==> src/rtl/vga_capture.sv <==
// vga_capture
// Receive side of the 640x480 VGA path. Recovers pixel coordinates, frame
// framing and a lock indication from hsync/vsync alone, and captures the
// active-area pixel data.
//
// Ports
//   clk          system clock (2x pixel rate)
//   rst          asynchronous, active-low reset
//   hsync_in     horizontal sync, active low
//   vsync_in     vertical sync, active low
//   rgb_in[5:0]  pixel data
//   pix_valid    one-clk strobe: pix_x/pix_y/pix_data hold an active pixel
//   pix_x[9:0]   column of the captured pixel
//   pix_y[9:0]   row of the captured pixel
//   pix_data[5:0] captured rgb
//   frame_start  one-clk pulse together with the row-0/column-0 pix_valid
//   locked       timing verified for a full frame
//   sync_err     one-clk pulse on a line- or frame-length violation
module vga_capture #(
  parameter int H_TOTAL  = 800,
  parameter int H_START  = 146,
  parameter int H_ACTIVE = 640,
  parameter int V_TOTAL  = 521,
  parameter int V_START  = 30,
  parameter int V_ACTIVE = 480
) (
  input  logic       clk,
  input  logic       rst,
  input  logic       hsync_in,
  input  logic       vsync_in,
  input  logic [5:0] rgb_in,
  output logic       pix_valid,
  output logic [9:0] pix_x,
  output logic [9:0] pix_y,
  output logic [5:0] pix_data,
  output logic       frame_start,
  output logic       locked,
  output logic       sync_err
);

  typedef enum logic [1:0] {
    S_HUNT = 2'd0,
    S_SYNC = 2'd1,
    S_LOCK = 2'd2
  } state_e;

  localparam logic [9:0] H_LAST    = 10'(H_TOTAL - 1);
  localparam logic [9:0] H_PIX_LO  = 10'(H_START);
  localparam logic [9:0] H_PIX_HI  = 10'(H_START + H_ACTIVE - 1);
  localparam logic [9:0] V_LINES   = 10'(V_TOTAL);
  localparam logic [9:0] V_ROW_LO  = 10'(V_START);
  localparam logic [9:0] V_ROW_HI  = 10'(V_START + V_ACTIVE - 1);
  localparam logic [9:0] CNT_MAX   = 10'h3FF;

  state_e     state_q, state_d;
  logic       hs_q, vs_q, hs_prev_q, vs_prev_q;
  logic [5:0] rgb_q;
  logic       phase_q, phase_d;
  logic [9:0] hcnt_q, hcnt_d;
  logic [9:0] lcnt_q, lcnt_d;
  logic       seen_q, seen_d;   // an hsync fall has been indexed since the last vsync fall
  logic       pix_valid_q, pix_valid_d;
  logic [9:0] pix_x_q, pix_x_d, pix_y_q, pix_y_d;
  logic [5:0] pix_data_q, pix_data_d;
  logic       frame_start_q, frame_start_d;
  logic       locked_q, locked_d;
  logic       sync_err_q, sync_err_d;

  logic       hs_fall_s, vs_fall_s, pix_tick_s;
  logic       h_err_s, v_err_s, err_s, active_s;
  logic [9:0] lines_s, col_s, row_s;

  // Next-state logic: edge detection, tick phase, counters, FSM and capture.
  always_comb begin
    state_d       = state_q;
    hcnt_d        = hcnt_q;
    lcnt_d        = lcnt_q;
    seen_d        = seen_q;
    pix_valid_d   = 1'b0;
    pix_x_d       = pix_x_q;
    pix_y_d       = pix_y_q;
    pix_data_d    = pix_data_q;
    frame_start_d = 1'b0;

    hs_fall_s  = hs_prev_q & ~hs_q;
    vs_fall_s  = vs_prev_q & ~vs_q;
    // The hsync fall is always tick 0; ticks then alternate every other clk.
    pix_tick_s = hs_fall_s | ~phase_q;
    phase_d    = pix_tick_s;

    if (hs_fall_s) begin
      hcnt_d = 10'd0;
    end else if (pix_tick_s && (hcnt_q != CNT_MAX)) begin
      hcnt_d = hcnt_q + 10'd1;
    end else begin
      hcnt_d = hcnt_q;
    end

    // Lines seen since the previous vsync fall (lcnt holds the last index).
    lines_s = seen_q ? (lcnt_q + 10'd1) : 10'd0;

    // vsync is handled first, so a coincident hsync fall becomes index 0.
    if (vs_fall_s) begin
      lcnt_d = 10'd0;
      seen_d = hs_fall_s;
    end else if (hs_fall_s) begin
      seen_d = 1'b1;
      if (!seen_q) begin
        lcnt_d = 10'd0;
      end else if (lcnt_q != CNT_MAX) begin
        lcnt_d = lcnt_q + 10'd1;
      end else begin
        lcnt_d = lcnt_q;
      end
    end else begin
      lcnt_d = lcnt_q;
    end

    h_err_s = hs_fall_s && (state_q != S_HUNT) && (hcnt_q != H_LAST);
    v_err_s = vs_fall_s && (state_q != S_HUNT) && (lines_s != V_LINES);
    err_s   = h_err_s | v_err_s;

    case (state_q)
      S_HUNT: begin
        if (vs_fall_s) state_d = S_SYNC;
        else           state_d = S_HUNT;
      end
      S_SYNC: begin
        if (vs_fall_s) state_d = v_err_s ? S_SYNC : S_LOCK;
        else           state_d = S_SYNC;
      end
      S_LOCK: begin
        if (v_err_s) state_d = S_SYNC;
        else         state_d = S_LOCK;
      end
      default: state_d = S_HUNT;
    endcase
    // A bad line length invalidates the horizontal phase entirely.
    if (h_err_s) begin
      state_d = S_HUNT;
    end else begin
      state_d = state_d;
    end

    col_s = hcnt_d - H_PIX_LO;
    row_s = lcnt_d - V_ROW_LO;
    // hcnt_d/lcnt_d are the indices of the tick being sampled now.
    active_s = (state_q == S_LOCK) && !err_s && pix_tick_s && seen_d &&
               (hcnt_d >= H_PIX_LO) && (hcnt_d <= H_PIX_HI) &&
               (lcnt_d >= V_ROW_LO) && (lcnt_d <= V_ROW_HI);

    if (active_s) begin
      pix_valid_d   = 1'b1;
      pix_x_d       = col_s;
      pix_y_d       = row_s;
      pix_data_d    = rgb_q;
      frame_start_d = (col_s == 10'd0) && (row_s == 10'd0);
    end else begin
      pix_valid_d   = 1'b0;
    end

    locked_d   = (state_d == S_LOCK);
    sync_err_d = err_s;
  end

  // State and output registers.
  always_ff @(posedge clk or negedge rst) begin
    if (!rst) begin
      state_q       <= S_HUNT;
      hs_q          <= 1'b0;
      vs_q          <= 1'b0;
      hs_prev_q     <= 1'b0;
      vs_prev_q     <= 1'b0;
      rgb_q         <= 6'd0;
      phase_q       <= 1'b0;
      hcnt_q        <= 10'd0;
      lcnt_q        <= 10'd0;
      seen_q        <= 1'b0;
      pix_valid_q   <= 1'b0;
      pix_x_q       <= 10'd0;
      pix_y_q       <= 10'd0;
      pix_data_q    <= 6'd0;
      frame_start_q <= 1'b0;
      locked_q      <= 1'b0;
      sync_err_q    <= 1'b0;
    end else begin
      state_q       <= state_d;
      hs_q          <= hsync_in;
      vs_q          <= vsync_in;
      hs_prev_q     <= hs_q;
      vs_prev_q     <= vs_q;
      rgb_q         <= rgb_in;
      phase_q       <= phase_d;
      hcnt_q        <= hcnt_d;
      lcnt_q        <= lcnt_d;
      seen_q        <= seen_d;
      pix_valid_q   <= pix_valid_d;
      pix_x_q       <= pix_x_d;
      pix_y_q       <= pix_y_d;
      pix_data_q    <= pix_data_d;
      frame_start_q <= frame_start_d;
      locked_q      <= locked_d;
      sync_err_q    <= sync_err_d;
    end
  end

  assign pix_valid   = pix_valid_q;
  assign pix_x       = pix_x_q;
  assign pix_y       = pix_y_q;
  assign pix_data    = pix_data_q;
  assign frame_start = frame_start_q;
  assign locked      = locked_q;
  assign sync_err    = sync_err_q;

endmodule

==> config.mk <==
export PLATFORM = sky130hd
export DESIGN_NAME = vga_capture
export DESIGN_NICKNAME = d
export VERILOG_FILES = /design/src/rtl/vga_capture.sv
export SDC_FILE = /design/constraint.sdc
export NUM_CORES = 1
export LEC_CHECK = 0
export CAP_MARGIN = 20
export CORE_ASPECT_RATIO = 0.6
export CORE_MARGIN = 4
export CORE_UTILIZATION = 30
export DETAILED_ROUTE_END_ITERATION = 7
export DONT_BUFFER_PORTS = 1
export SLEW_MARGIN = 20
export SYNTH_ARGS = -nofsm -noshare
export SYNTH_HDL_FRONTEND = slang
export SYNTH_SLANG_ARGS = --single-unit
==> constraint.sdc <==
create_clock -name clk -period 4.95 [get_ports clk]
set_input_delay 0.2475 -clock clk [delete_from_list [all_inputs] [get_ports clk]]
set_output_delay 0.2475 -clock clk [all_outputs]
set_load 0.02 [all_outputs]
Yosys cells after proc, flatten, opt, wreduce, memory -nomap -nowiden
Cells that the tools add are included.

word-level totals
  register bits = 64
  input port bits = 10
  word-level logic and storage cells = 73

operators by class
  add/subtract/negate cells = 4
  magnitude comparators = 4
  eq/ne operators = 7
  muxes and demuxes = 16
  bitwise operators = 7
  reduce and logical (&&, ||, !) cells = 18

operators by type and width
  cell                                                                                   number
  10-bit 2-to-1 mux                                                                      7
  10-bit != test (second input constant)                                                 4
  10-bit by 1-bit adder with 10-bit output (second input constant)                       2
  10-bit zero test                                                                       2
  1-bit logical AND                                                                      13
  10-bit by 5-bit greater-or-equal comparator with 1-bit output (second input constant)  1
  10-bit by 8-bit greater-or-equal comparator with 1-bit output (second input constant)  1
  10-bit <= comparator (second input constant)                                           1
  10-bit by 9-bit <= comparator with 1-bit output (second input constant)                1
  10-bit by 5-bit subtractor with 10-bit output (second input constant)                  1
  10-bit by 8-bit subtractor with 10-bit output (second input constant)                  1
  2-bit 2-to-1 mux                                                                       3
  2-bit one-hot mux with 3 select lines                                                  1
  1-bit 2-to-1 mux                                                                       5
  2-bit == test (second input constant)                                                  2
  1-bit inverter                                                                         3
  1-bit AND                                                                              2
  2-bit by 1-bit == test with 1-bit output (second input constant)                       1
  2-bit zero test                                                                        1
  1-bit bitwise OR                                                                       2
  2-bit nonzero test                                                                     1
  1-bit zero test                                                                        1

Longest topological paths before layout
Gate-level depths: netlist (run 1).

  depth after elaboration = 14
  gate-level depth with buffers = 12

Least setup slack after synthesis (run 1)
Ideal clock, no wire load.

  path type = reg2reg
  from = reg hcnt_q[0]
  to = reg pix_data_q[1] (netlist: pix_data[1])
  library setup time = 125 ps
  arrival = 2,731 ps
  required time = 4,825 ps
  slack = 2,094 ps
  cell stages (with the launch flop) = 11
  buffers on the path = 1
  period minus slack after synthesis = 2,856 ps
  path through = dfrtp_1 -> ha_1 -> nor2b_1 -> or2_1 -> a221oi_4 -> a21boi_4 -> o31ai_4 -> nand3_2 -> o311ai_4 -> buf_8 -> mux2_4

on the way
  word-level cells in the longest chain between the ends = 11

ends and longest elaborated chain
  element                                                                                           RTL line  text
  start: declaration                                                                                59        logic [9:0] hcnt_q, hcnt_d;
  start signal: assignment                                                                          194       hcnt_q <= hcnt_d;
  parallel branches: the longest is 8 deep, another holds 10-bit by 1-bit adder with 10-bit output  --
  1-bit logical AND * (2 in series)                                                                 149       (hcnt_d >= H_PIX_LO) && (hcnt_d <= H_PIX_HI) &&
  1-bit logical AND *                                                                               150       (lcnt_d >= V_ROW_LO) && (lcnt_d <= V_ROW_HI);
  end signal: assignment                                                                            200       pix_data_q <= pix_data_d;
  end: declaration                                                                                  64        logic [5:0] pix_data_q, pix_data_d;

Mark *: on every way between the ends.
A chain may end at the register's enable or synchronous reset.

Worst setup path after layout (run 1)
  from = reg lcnt_q[1]
  to = reg pix_y_q[6] (netlist: pix_y[6])

RTL lines
  element                                                                     RTL line  text
  start: declaration                                                          60        logic [9:0] lcnt_q, lcnt_d;
  start signal: assignment                                                    195       lcnt_q <= lcnt_d;
  10-bit by 1-bit adder with 10-bit output or 10-bit != test (tied branches)  111, 110
  10-bit 2-to-1 mux *                                                         110       end else if (lcnt_q != CNT_MAX) begin
  10-bit 2-to-1 mux *                                                         108       if (!seen_q) begin
  10-bit 2-to-1 mux *                                                         106       end else if (hs_fall_s) begin
  10-bit 2-to-1 mux *                                                         103       if (vs_fall_s) begin
  net lcnt_d[6]                                                               60
  10-bit by 5-bit greater-or-equal comparator with 1-bit output               150
  1-bit logical AND                                                           149
  1-bit logical AND                                                           150
  end signal: assignment                                                      199       pix_y_q <= pix_y_d;
  end: declaration                                                            63        logic [9:0] pix_x_q, pix_x_d, pix_y_q, pix_y_d;

Mark *: on every way through the listed nets, which the timed path passes. The rest lies on a longest branch.

==> impl_metrics.ini, run 1 <==
[synthesis]
post_synth.cell_area_avg_um2 = 11.1
synth_area_um2 = 3660
synthXorXnorAreaFrac = 0.0406
synth_ff_type = dfrtp_1
syn_nets = 343
synth.distinct_cells = 75
yosys_warnings = 0
synth-async-reset-ratio = 1.00
yosys.area_share.simple = 0.203
syn_inst = 330
synthAdderAreaFrac = 0.0102
ys_seq_area_frac = 0.437
synth-compound-area-share = 0.154
synthMuxAreaShare = 0.110
synth_top_family_by_area = simple AND/OR/NAND/NOR gates
synth-seq-cells = 64
synth-edff-count = 0

[route]
wl_met3_um = 638
avgViaCountPerCell = 5.20
met1Wirelength_um = 4700
wl_um = 8930
route.detailed.drc = 0
wl_met2_um = 3530
first_iter_violations = 285
firstDrtPassIters = 5
top_layer = met4
routedWlPerCell_um = 17.7
num_vias = 2624
final_antenna_net_count = 0

[placement]
port_buffers = 0
dp_slack_ns = 1.59
hpwl_um = 6420
place_congestion = 0.868
placedCellCount = 479

[power_and_ir_drop]
ir_drop_uv = 162
power_density_nw_per_um2 = 340
p_leak_nw = 1.91
total_power_mw = 1.43

[sta]
finalCritPeriodShare = 0.694
period_needed_ns = 3.43
fin_worst_skew_ns = 0.00556
slew_viol_final = 0
final.setup.tns_ns = 0
finalHoldViolCount = 0
relSlewSlack = 0.557
fin_ws_ns = 1.52
max_freq_mhz = 291
grt_setup_unrepaired = false
setup_violations = 0
worst_pin_slew_ns = 0.664

[clock_tree]
root_buffer = clkbuf_16
cts_inserted_buffers = 9
post-cts-setup-buffers = 0
clock_latency_ns = 0.33
h-tree-depth = 3
cts_buffer_depth = 2
path_clk_slew_ns = 0.06
clock_sinks = 64
cts_tree = yes

[worst_setup_path]
cp_max_fo = 25
crit_chain = ha_1 -> nand3_1 -> o21ai_0 -> nor3b_2 -> nand2_1 -> o311a_2 -> o311ai_4 -> buf_4 -> mux2_4
cp-start-kind = register
critPathKind = reg -> reg
cp.required_ns = 5.17
slowest_delay_ns = 0.49
worstPathArrival_ns = 3.65
critPathSlowestCell = dfrtp_1
endpoint_kind = register

[finish]
final_cell_mix = dfrtp_1 (64), nand2_1 (29), nor2_1 (22)
fin_cells = 505
final_nets = 353
syn_to_final_growth_pct = 14.8
fillers = 1135
layout_commonest_cell = dfrtp_1
drive_gt1_frac = 0.200
antenna_cells = 0

[run_status]
status = finished, final reports clean

[global_route]
grt_max_degree = 65
grt_pass1_vias = 2630
grt_use_total = 0.136
antenna_found_initial = 0
grt.overflow.total = 0
grt_pass1_wl_um = 14800

[floorplan]
num_rows = 30
die_w_um = 151
start_util = 0.316
core_um2 = 11600
dieArea_um2 = 14100
io_pins = 40
die_h_um = 93.6

[job]
drv_cap = 0

[hold_path]
hold_class = reg -> reg
==> layer usage <==
layer  vias to the layer above  track usage
met2                        76        0.176
met4                         0       0.0249
li1                       1239            -
met1                      1303        0.210
met5                         -            0
met3                         6       0.0523
==> where the power goes <==
group | total (mW) | switching [mW] | internal (mW)
sequential | 0.578 | 0.0322 | 0.546
clock | 0.649 | 0.244 | 0.405
combinational | 0.204 | 0.124 | 0.0802
total | 1.43 | 0.401 | 1.03
==> worst max-delay path: cells and delay by family (launching register included) <==
| family | cells | cell delay, ns |
|---|---|---|
| compound gates | 3 | 0.75 |
| simple gates | 3 | 0.88 |
| mux | 1 | 0.34 |
| flops | 1 | 0.49 |
| fa+ha+maj | 1 | 0.35 |
| buf+inv | 1 | 0.48 |
==> path summary, 6_finish.rpt <==
check | start | endpoint | slack [ns] | depth (start not counted)
worst min-delay path | vs_q$_DFF_PN0_ | vs_prev_q$_DFF_PN0_ | 0.40 | 0
min in group asynchronous | rst | hcnt_q[0]$_DFF_PN0_ | 0.47 | 2
worst max-delay path | lcnt_q[1]$_DFF_PN0_ | pix_y[6]$_DFFE_PN0P_ | 1.52 | 9
worst max register to register | lcnt_q[1]$_DFF_PN0_ | pix_y[6]$_DFFE_PN0P_ | 1.52 | 9
worst min register to register | vs_q$_DFF_PN0_ | vs_prev_q$_DFF_PN0_ | 0.40 | 0
max in group asynchronous | rst | pix_data[3]$_DFFE_PN0P_ | 4.19 | 2
==> Yosys cell counts (all sizes together), types with 3 or more instances <==
library cell  count  area share
a21oi             5      0.0068
a31oi            11       0.027
and2              4      0.0075
and3              8       0.014
and4              4       0.010
and4b             5       0.014
buf              12       0.026
dfrtp            64        0.44
ha                3       0.010
inv              17       0.017
mux2             22       0.088
mux2i             8       0.022
nand2            29       0.030
nand2b            3      0.0051
nand3            16       0.025
nand4             3      0.0092
nor2             23       0.024
nor2b             4      0.0068
nor3              5      0.0068
nor3b             3      0.0089
nor4              8       0.017
o211ai            3      0.0061
o21ai            14       0.019
o31ai             3      0.0099
or3               4      0.0085
xnor2             9       0.022
xor2              8       0.019
==> cell families (layout without fill, tap and decap cells) <==
| family | count (synthesis) | after routing |
|---|---|---|
| and+or+nand+nor | 126 | 126 |
| buffers and inverters | 31 | 46 |
| muxes | 30 | 30 |
| adders and majority gates | 3 | 3 |
| AOI/OAI and AO/OA | 59 | 59 |
| xor gates and xnor gates | 17 | 17 |
| DFF | 64 | 64 |
==> per-stage QoR <==
stage / hold WS (ns) / area [um^2] / utilization
after floorplan: -0.0481 / 3660 / -
after global placement: -0.0455 / 3780 / 0.326
after detailed placement: -0.0452 / 3780 / 0.326
after CTS: 0.399 / 4210 / 0.363
after global routing: 0.403 / 4210 / 0.363
final: 0.398 / 4210 / 0.363
==> state kept, by name, summed over array words and instances (netlist names) <==
name         flops
hcnt_q          10
lcnt_q          10
pix_x           10
pix_y           10
pix_data         6
rgb_q            6
state_q          2
frame_start      1
hs_prev_q        1
hs_q             1
locked           1
phase_q          1
pix_valid        1
seen_q           1
sync_err         1
vs_prev_q        1
vs_q             1
==> layout make-up <==
type,instances,area (um^2),area share
clock buffer,10,239,0.0568
clock inverter,6,67.6,0.0161
inverter,17,63.8,0.0152
multi-input combinational,235,1890,0.450
sequential,64,1600,0.381
tap,160,200,0.0476
timing repair buffer,13,140,0.0333
==> repair_timing <==
item                       4_1_cts  5_1_grt
hold buffers                    10        0
resized for setup                0        0
setup endpoints to repair        0        0
hold endpoints to repair        72        0
Power figures use the tool's default switching activity.
==> run 2, diff against run 1 <==
==> constraint.sdc (replaced) <==
create_clock -name clk -period 3.05 [get_ports clk]
set_input_delay 0.1525 -clock clk [delete_from_list [all_inputs] [get_ports clk]]
set_output_delay 0.1525 -clock clk [all_outputs]
set_load 0.02 [all_outputs]
==> impl_metrics.ini, run 2 (same netlist as run 1, synthesis figures left out) <==
[run_status]
status = finished, final reports clean

[global_route]
grt.overflow.total = 0
grt_pass1_wl_um = 15600
grt_use_total = 0.143
grt_max_degree = 65
grt_pass1_vias = 2731
antenna_found_initial = 0

[placement]
port_buffers = 0
placed_area_um2 = 4080
place_congestion = 0.875
hpwl_um = 7100
placedCellCount = 517

[worst_setup_path]
endpoint_kind = register
r2r_slack_ns = 0.14
worstPathArrival_ns = 3.13
critPathKind = reg -> reg
cp_max_fo = 11
rr_startpoint = hcnt_q[0]$_DFF_PN0_
reg2reg_depth = 10
cp-start-kind = register
cp.required_ns = 3.26
r2r-end = pix_x[3]$_DFFE_PN0P_

[floorplan]
die_h_um = 93.6
dieArea_um2 = 14100
io_pins = 40
start_util = 0.316
core_um2 = 11600
num_rows = 30
die_w_um = 151

[sta]
grt_setup_unrepaired = true
relSlewSlack = 0.653
final.setup.tns_ns = 0
finalCritPeriodShare = 0.956
finalHoldViolCount = 0
slew_viol_final = 0
period_needed_ns = 2.91
max_freq_mhz = 343
setup_violations = 0
fin_worst_skew_ns = 0.00757
holdWs_ns = 0.325
worst_pin_slew_ns = 0.517

[route]
first_iter_violations = 290
wl_um = 9490
num_vias = 2777
top_layer = met4
avgViaCountPerCell = 5.10
met1Wirelength_um = 5000
final_antenna_net_count = 0
wl_met3_um = 725
route.detailed.drc = 0
wl_met2_um = 3710
routedWlPerCell_um = 17.4
firstDrtPassIters = 5

[clock_tree]
cts_tree = yes
clock_sinks = 64
cts_inserted_buffers = 9
root_buffer = clkbuf_16
path_clk_slew_ns = 0.06
h-tree-depth = 3
cts_buffer_depth = 2
clock_latency_ns = 0.33

[finish]
final_cell_mix = dfrtp_1 (64), buf_4 (40), nand2_1 (28)
syn_to_final_growth_pct = 24.1
fin_cells = 544
stdcell_area_um2 = 4550
fillers = 1089
final_nets = 392
layout_commonest_cell = dfrtp_1
antenna_cells = 0
drive_gt1_frac = 0.302

[hold_path]
hold_class = in -> async

[power_and_ir_drop]
power_density_nw_per_um2 = 517
p_leak_nw = 2.11
total_power_mw = 2.35
ir_drop_uv = 247

[job]
drv_cap = 0
[run 2: cell type report]
type,instances,area [um^2],share of cell area
sequential,64,1600,0.352
clock buffer,10,229,0.0504
inverter,17,63.8,0.0140
tap,160,200,0.0440
clock inverter,6,60.1,0.0132
timing repair buffer,52,449,0.0988
multi-input combinational,235,1940,0.427
[run 2: worst max-delay path, stage by stage (launching register included)]
cell and delay, ns:
dfrtp_1 0.43, ha_2 0.28, and4b_1 0.36, o211ai_1 0.16, o211a_1 0.23, a21boi_4 0.20
o31ai_4 0.29, nand3_2 0.14, o311ai_4 0.15, buf_6 0.25, mux2_4 0.31
[run 2: metrics by stage]
| stage | setup WS (ns) | util |
|---|---|---|
| floorplan | 0.194 | - |
| global placement | 0.0894 | 0.352 |
| detailed placement | 0.00481 | 0.352 |
| CTS | 0.0521 | 0.387 |
| global route | -0.0200 | 0.392 |
| finish | 0.136 | 0.392 |
[run 2: timing repair]
item,CTS,global route
endpoints found under the hold margin,72,0
pin swaps,0,4
endpoints found under the setup margin,7,21
buffers inserted,0,1
resized for setup,1,11
hold buffers,10,0
[run 2: worst max-delay path by stage]
stage                                    from                      end  depth (start not counted)
after floorplan           hcnt_q[0]$_DFF_PN0_  pix_data[1]$_DFFE_PN0P_                         10
after global placement    hcnt_q[0]$_DFF_PN0_     pix_x[3]$_DFFE_PN0P_                         10
after detailed placement  hcnt_q[0]$_DFF_PN0_     pix_x[9]$_DFFE_PN0P_                         10
after CTS                 hcnt_q[0]$_DFF_PN0_     pix_x[9]$_DFFE_PN0P_                         10
after global routing      lcnt_q[0]$_DFF_PN0_    frame_start$_DFF_PN0_                         12
final                     hcnt_q[0]$_DFF_PN0_     pix_x[3]$_DFFE_PN0P_                         10
[run 2: power by group]
part | switching (mW) | internal (mW) | total (mW)
Clock | 0.389 | 0.628 | 1.02
Combinational | 0.238 | 0.171 | 0.409
Sequential | 0.0407 | 0.887 | 0.927
[run 2: layer usage]
metal,track usage,vias up
li1,-,1307
met4,0.0249,0
met3,0.0479,6
met2,0.179,85
met5,0,-
met1,0.232,1379
